$ cat src/rtl/tbird_pkg.sv
// Shared types and constants for the thunderbird turn-signal sequencer.
package tbird_pkg;

  typedef enum logic [2:0] {
    ST_IDLE = 3'd0,
    ST_L1   = 3'd1,
    ST_L2   = 3'd2,
    ST_L3   = 3'd3,
    ST_R1   = 3'd4,
    ST_R2   = 3'd5,
    ST_R3   = 3'd6,
    ST_LR3  = 3'd7
  } tb_state_t;

  // Bit positions of each lamp inside the LEDS vector.
  localparam int IDX_R3 = 0;
  localparam int IDX_R2 = 1;
  localparam int IDX_R1 = 2;
  localparam int IDX_L1 = 3;
  localparam int IDX_L2 = 4;
  localparam int IDX_L3 = 5;

  localparam logic [5:0] LED_IDLE = 6'b000000;
  localparam logic [5:0] LED_L1   = 6'b000001 << IDX_L1;
  localparam logic [5:0] LED_L2   = LED_L1 | (6'b000001 << IDX_L2);
  localparam logic [5:0] LED_L3   = LED_L2 | (6'b000001 << IDX_L3);
  localparam logic [5:0] LED_R1   = 6'b000001 << IDX_R1;
  localparam logic [5:0] LED_R2   = LED_R1 | (6'b000001 << IDX_R2);
  localparam logic [5:0] LED_R3   = LED_R2 | (6'b000001 << IDX_R3);
  localparam logic [5:0] LED_LR3  = LED_L3 | LED_R3;

  // Lamp pattern shown while the FSM sits in a given state.
  function automatic logic [5:0] led_pattern(input tb_state_t st);
    logic [5:0] pat;
    pat = LED_IDLE;
    case (st)
      ST_L1:   pat = LED_L1;
      ST_L2:   pat = LED_L2;
      ST_L3:   pat = LED_L3;
      ST_R1:   pat = LED_R1;
      ST_R2:   pat = LED_R2;
      ST_R3:   pat = LED_R3;
      ST_LR3:  pat = LED_LR3;
      default: pat = LED_IDLE;
    endcase
    return pat;
  endfunction

endpackage

$ cat src/rtl/tick_divider.sv
// Free-running divider: registered one-cycle strobe every DIV cycles.
module tick_divider #(
  parameter int DIV = 4
) (
  input  logic clk,
  input  logic rst_n,
  output logic tick
);

  localparam int W = (DIV < 2) ? 1 : $clog2(DIV);
  localparam logic [W-1:0] LAST = W'(DIV - 1);

  logic [W-1:0] cnt_q, cnt_d;
  logic         tick_q, tick_d;

  // Wrap the counter at DIV-1 and strobe in the following cycle.
  always_comb begin
    cnt_d  = cnt_q + W'(1);
    tick_d = 1'b0;
    if (cnt_q == LAST) begin
      cnt_d  = '0;
      tick_d = 1'b1;
    end
  end

  // Counter and strobe registers.
  always_ff @(posedge clk or negedge rst_n) begin
    if (!rst_n) begin
      cnt_q  <= '0;
      tick_q <= 1'b0;
    end else begin
      cnt_q  <= cnt_d;
      tick_q <= tick_d;
    end
  end

  assign tick = tick_q;

endmodule

$ cat src/rtl/thunderbird_lights.sv
// Turn-signal sequencer: switch synchronisers, step divider and lamp FSM.
module thunderbird_lights
  import tbird_pkg::*;
#(
  parameter int CLK_HZ   = 50_000_000,
  parameter int STEP_HZ  = 4,
  parameter int TICK_DIV = CLK_HZ / STEP_HZ
) (
  input  logic       clk,
  input  logic       rst_n,
  input  logic       left,
  input  logic       right,
  input  logic       hazard,
  output logic [5:0] LEDS,
  output logic       tick
);

  // Switch synchronisers, bit order {hazard, left, right}.
  logic [2:0] sync1_q, sync1_d;
  logic [2:0] sync2_q, sync2_d;
  logic       l_s, r_s, h_s, haz;

  tb_state_t  state_q, state_d;
  logic [5:0] leds_q, leds_d;

  tick_divider #(.DIV(TICK_DIV)) u_tick_divider (
    .clk   (clk),
    .rst_n (rst_n),
    .tick  (tick)
  );

  // Two-stage shift toward the synchronised copies.
  always_comb begin
    sync1_d = {hazard, left, right};
    sync2_d = sync1_q;
  end

  // Synchroniser registers.
  always_ff @(posedge clk or negedge rst_n) begin
    if (!rst_n) begin
      sync1_q <= '0;
      sync2_q <= '0;
    end else begin
      sync1_q <= sync1_d;
      sync2_q <= sync2_d;
    end
  end

  assign h_s = sync2_q[2];
  assign l_s = sync2_q[1];
  assign r_s = sync2_q[0];
  // Both turn switches at once behaves exactly like hazard.
  assign haz = h_s | (l_s & r_s);

  // Next-state decode; only advances on a step tick.
  always_comb begin
    state_d = state_q;
    if (tick) begin
      case (state_q)
        ST_IDLE: begin
          if (haz)      state_d = ST_LR3;
          else if (l_s) state_d = ST_L1;
          else if (r_s) state_d = ST_R1;
          else          state_d = ST_IDLE;
        end
        ST_L1:   state_d = haz ? ST_LR3 : ST_L2;
        ST_L2:   state_d = haz ? ST_LR3 : ST_L3;
        ST_L3:   state_d = ST_IDLE;
        ST_R1:   state_d = haz ? ST_LR3 : ST_R2;
        ST_R2:   state_d = haz ? ST_LR3 : ST_R3;
        ST_R3:   state_d = ST_IDLE;
        ST_LR3:  state_d = ST_IDLE;
        default: state_d = ST_IDLE;
      endcase
    end
    // Lamps follow the next state so they change on the same edge.
    leds_d = led_pattern(state_d);
  end

  // State and lamp registers.
  always_ff @(posedge clk or negedge rst_n) begin
    if (!rst_n) begin
      state_q <= ST_IDLE;
      leds_q  <= LED_IDLE;
    end else begin
      state_q <= state_d;
      leds_q  <= leds_d;
    end
  end

  assign LEDS = leds_q;

endmodule
$ cat config.mk
export PLATFORM = sky130hd
export DESIGN_NAME = thunderbird_lights
export DESIGN_NICKNAME = d
export VERILOG_FILES = /design/src/rtl/tbird_pkg.sv /design/src/rtl/tick_divider.sv /design/src/rtl/thunderbird_lights.sv
export SDC_FILE = /design/constraint.sdc
export NUM_CORES = 1
export LEC_CHECK = 0
export CAP_MARGIN = 0
export CORE_MARGIN = 3
export CORE_UTILIZATION = 60
export CTS_BUF_LIST = sky130_fd_sc_hd__clkbuf_8
export DETAILED_ROUTE_END_ITERATION = 8
export PLACE_DENSITY = 0.85
export SLEW_MARGIN = 20
export SYNTH_ARGS = -nofsm -noshare
export SYNTH_HDL_FRONTEND = slang
export SYNTH_SLANG_ARGS = --single-unit
$ cat constraint.sdc
create_clock -name clk -period 2 [get_ports clk]
set_input_delay 0.2 -clock clk [delete_from_list [all_inputs] [get_ports clk]]
set_output_delay 0.2 -clock clk [all_outputs]
set_load 0.005 [all_outputs]
==> results of run 1 <==
registers in the layout (all words and copies together), names as in the netlist:
name / cells
u_tick_divider.cnt_q: 24
LEDS: 6
state_q: 3
sync1_q: 3
sync2_q: 3
u_tick_divider.tick: 1
per-stage QoR:
stage                     instances  hold slack, ns  setup WS [ns]  cell area, µm²  total power [mW]
after global routing            207          0.0579          0.101            2030              1.56
after CTS                       207          0.0292          0.254            2030              1.52
final                           207        -0.00154          0.261            2030              1.51
after global placement          199           0.334          0.308            1920             0.858
after floorplan                 156         -0.0956          0.333            1770             0.836
after detailed placement        199           0.336          0.265            1920             0.860
synth_stat cells, drive strengths merged (2+ instances only):
cell / n / share of area, %
xnor2: 11 / 5.5
a31o: 2 / 0.99
nor4: 3 / 1.9
o21ai: 6 / 1.7
or2: 2 / 0.71
xor2: 3 / 1.5
dfrtp: 40 / 57
nand2: 8 / 2.1
nor2: 13 / 2.8
nand4: 7 / 2.5
or4: 3 / 1.3
a21oi: 7 / 2.0
nand3: 13 / 4.3
o31ai: 3 / 1.3
nor3: 4 / 1.1
mux2i: 5 / 2.8
nor2b: 2 / 0.71
and3: 4 / 1.4
inv: 6 / 1.3
path summary, 6_finish.rpt:
path,startpoint,endpoint,cells past startpoint
setup / recovery,state_q[2]$_DFF_PN0_,LEDS[3]$_DFF_PN0_,4
hold / removal,rst_n,LEDS[4]$_DFF_PN0_,1
setup reg to reg,state_q[2]$_DFF_PN0_,LEDS[3]$_DFF_PN0_,4
hold reg to reg,sync1_q[0]$_DFF_PN0_,sync2_q[0]$_DFF_PN0_,0
max in group asynchronous,rst_n,u_tick_divider.cnt_q[17]$_DFF_PN0_,1
min in group clk,sync1_q[0]$_DFF_PN0_,sync2_q[0]$_DFF_PN0_,0
cell type report:
type                    instances  area (µm²)
flip-flops and latches         40        1000
multi-input cells             109         737
clock buffers                   5        68.8
well taps                      31        38.8
repair buffers                 13         120
inverters                       6        22.5
fillers                       183         747
clock inverters                 3        46.3
power by group through the flow:
| stage | clock, mW | combinational [mW] | sequential [mW] |
|---|---|---|---|
| 3_5_place_dp | 0 | 0.0261 | 0.834 |
| 5_1_grt | 0.715 | 0.0294 | 0.819 |
| 6_report | 0.665 | 0.0250 | 0.818 |
| 4_1_cts | 0.675 | 0.0265 | 0.817 |
| 2_1_floorplan | 0 | 0.00333 | 0.833 |
| 3_3_place_gp | 0 | 0.0249 | 0.833 |
routing by layer:
metal	vias up	track usage, %
met5	-	0
met4	0	9.18
met3	5	7.34
met2	29	31.5
met1	594	28.3
li1	597	-
kinds of logic (layout without fill, tap and decap cells):
family	count (synthesis)	count (layout)	synth area share [%]
AND/OR/NAND/NOR	67	67	22.9
flip-flops	40	40	56.7
AO/OA/AOI/OAI	21	21	7.80
XOR/XNOR	14	14	6.95
buffers and inverters	7	27	1.56
multiplexers	5	5	2.83
adder cells (fa/ha/maj)	2	2	1.28
cells in the final DEF, fill, tap and decap left out, types with 2 or more instances in the layout:
master           count
a21oi_1              7
a31o_2               2
and3_1               4
buf_4                2
clkbuf_8             5
clkdlybuf4s50_1     10
dfrtp_1             40
inv_1                5
mux2i_1              5
nand2_1              7
nand3_1             11
nand3_2              2
nand4_1              7
nor2_1              13
nor2b_1              2
nor3_1               4
nor4_1               2
o21ai_0              6
o31ai_1              3
or4_1                3
xnor2_1             11
xor2_1               3
==> results.md, run 1 <==
* CP endpoint kind: flop
* Run status: finished, violations left
* Vias in the first global route at between 1,000 and 1,500
* Tcrit/Tclk final at between 80% and 90%
* Net Sw Frac at about a fifth
* Global Route Usage Sum at 21.3%
* Vias/cell at 5.92
* Failing checks: hold timing
* Worst-Margin Slew at between 0.8 and 0.9 ns
* Inserted Diodes at 0
* Leak Pwr at between 0.9 and 1 nW
* Final min period at roughly 1.7 ns
* Cell Chain, Critical Path: or4_1 -> a32oi_2 -> inv_2 -> maj3_1
* WP buf/inv at 1
* DRT Wirelength at approximately 3200 µm
* Initial core utilization at between 60 and 70%
* Final hold viol count at 2
* GR Overflow Total at 0
* Rows at 19
* Hold WC Path Type: in -> async
* Post-CTS setup buffers at 0
* Clock share of power at between 40% and 50%
* Largest net degree at the start of global routing at 41
* Die Span X at ~60 µm
* Clock buffer depth at 2
* Slew headroom at between 40% and 50%
* # resized after CTS at 0
* NumNets Final at 181
* Remaining DRCs at 0
* Ports at 12
* Hpwl dp at approximately 2300 µm
* Hold slack at -0.00154 ns
* Synth-to-layout area growth at 15.2%
* Core area at around 0.0028 mm²
* CP required at 2.18 ns
* Synth Instances at ~160
* CTS root buf: clkbuf_8
* TNS Setup at 0 ns
* Largest fanout on the critical path at 5
* Final core occ at 73.1%
* Post-synth EDFFs at 0
* Vias after detailed routing at ~1,200
* Flops & latches, synth at 40
* Crit path DAT at between 1.5 and 2 ns
* Delay-heaviest family, CP: simple AND/OR/NAND/NOR gates
* Mapped Area at approximately 0.0018 mm²
* Endpoints failing setup at 0
* Unique cell type count in the Yosys netlist at 38
* DRT antenna net count at 0
* Die height at 60.2 µm
* Iteration-0 DRC count of the detailed router at 51
* Combinational power share at between 1.5 and 2%
* Register area share after synthesis at roughly 57%
* Synthesis Warnings at 0
* RSZ-0062 raised after global routing: no
* Psw at around 0.31 mW
* Critical path launch point type: flop
* RD Place Congestion at roughly 0.84
* Metal3 WL at 144 µm
* DRT met1 WL at 1460 µm
* IO buf count at 11
* Clock Latency Late Sink at roughly 0.3 ns
* Share of synthesized flip-flops with an asynchronous set or reset at 100%
* Max cap viols at 0
* DRT Pass-1 Iters at 4
* Sink Count at 40
* Fmax at around 580 MHz
* TritonCTS Buffers at 5
* Reg power frac at a little over half
* Met2 routed WL at ~1500 µm
* Critical-path top delay cell: or4_1
* Global-route wire length before repair at between 5000 and 6000 µm
* Int Pwr at approximately 1.2 mW
* Initial antenna violation count at 0
* Worst IR Drop VDD at ~0.00066 V
* Share of cells above drive strength 1 at 13.1%
* Post-DR wirelength/cell at roughly 15 µm
* Top routing layer in use: met4
* R2R setup slack at between 0.2 and 0.3 ns
* Power Density at ~740 mW/mm²
* CTS Hold Bufs at 0
* Worst Setup Path Type: reg -> reg
* Die area at around 0.0036 mm²
* Max H-tree Level at 2
* CTS clk-pin slew, worst paths at 0.08 ns
* CTS tree: built
* Layout Skew at around 0.0039 ns
* Max stage delay on crit path at about 0.54 ns
* Prevailing post-synth register cell: dfrtp_1
* Syn avg cell area at ~11 µm²
* Syn Nets at between 150 and 200
* Max-slew violation count at 0
(Power assumes the default switching activity.)
==> run 2: changes to the inputs <==
--- a/config.mk
+++ b/config.mk
@@ -9,6 +9,7 @@
 export CORE_MARGIN = 3
 export CORE_UTILIZATION = 60
 export CTS_BUF_LIST = sky130_fd_sc_hd__clkbuf_8
+export CTS_CLUSTER_DIAMETER = 150
 export DETAILED_ROUTE_END_ITERATION = 8
 export PLACE_DENSITY = 0.85
 export SLEW_MARGIN = 20
==> results of run 2 <==
No change in the layout: final DEF, timing and power equal those of run 1.
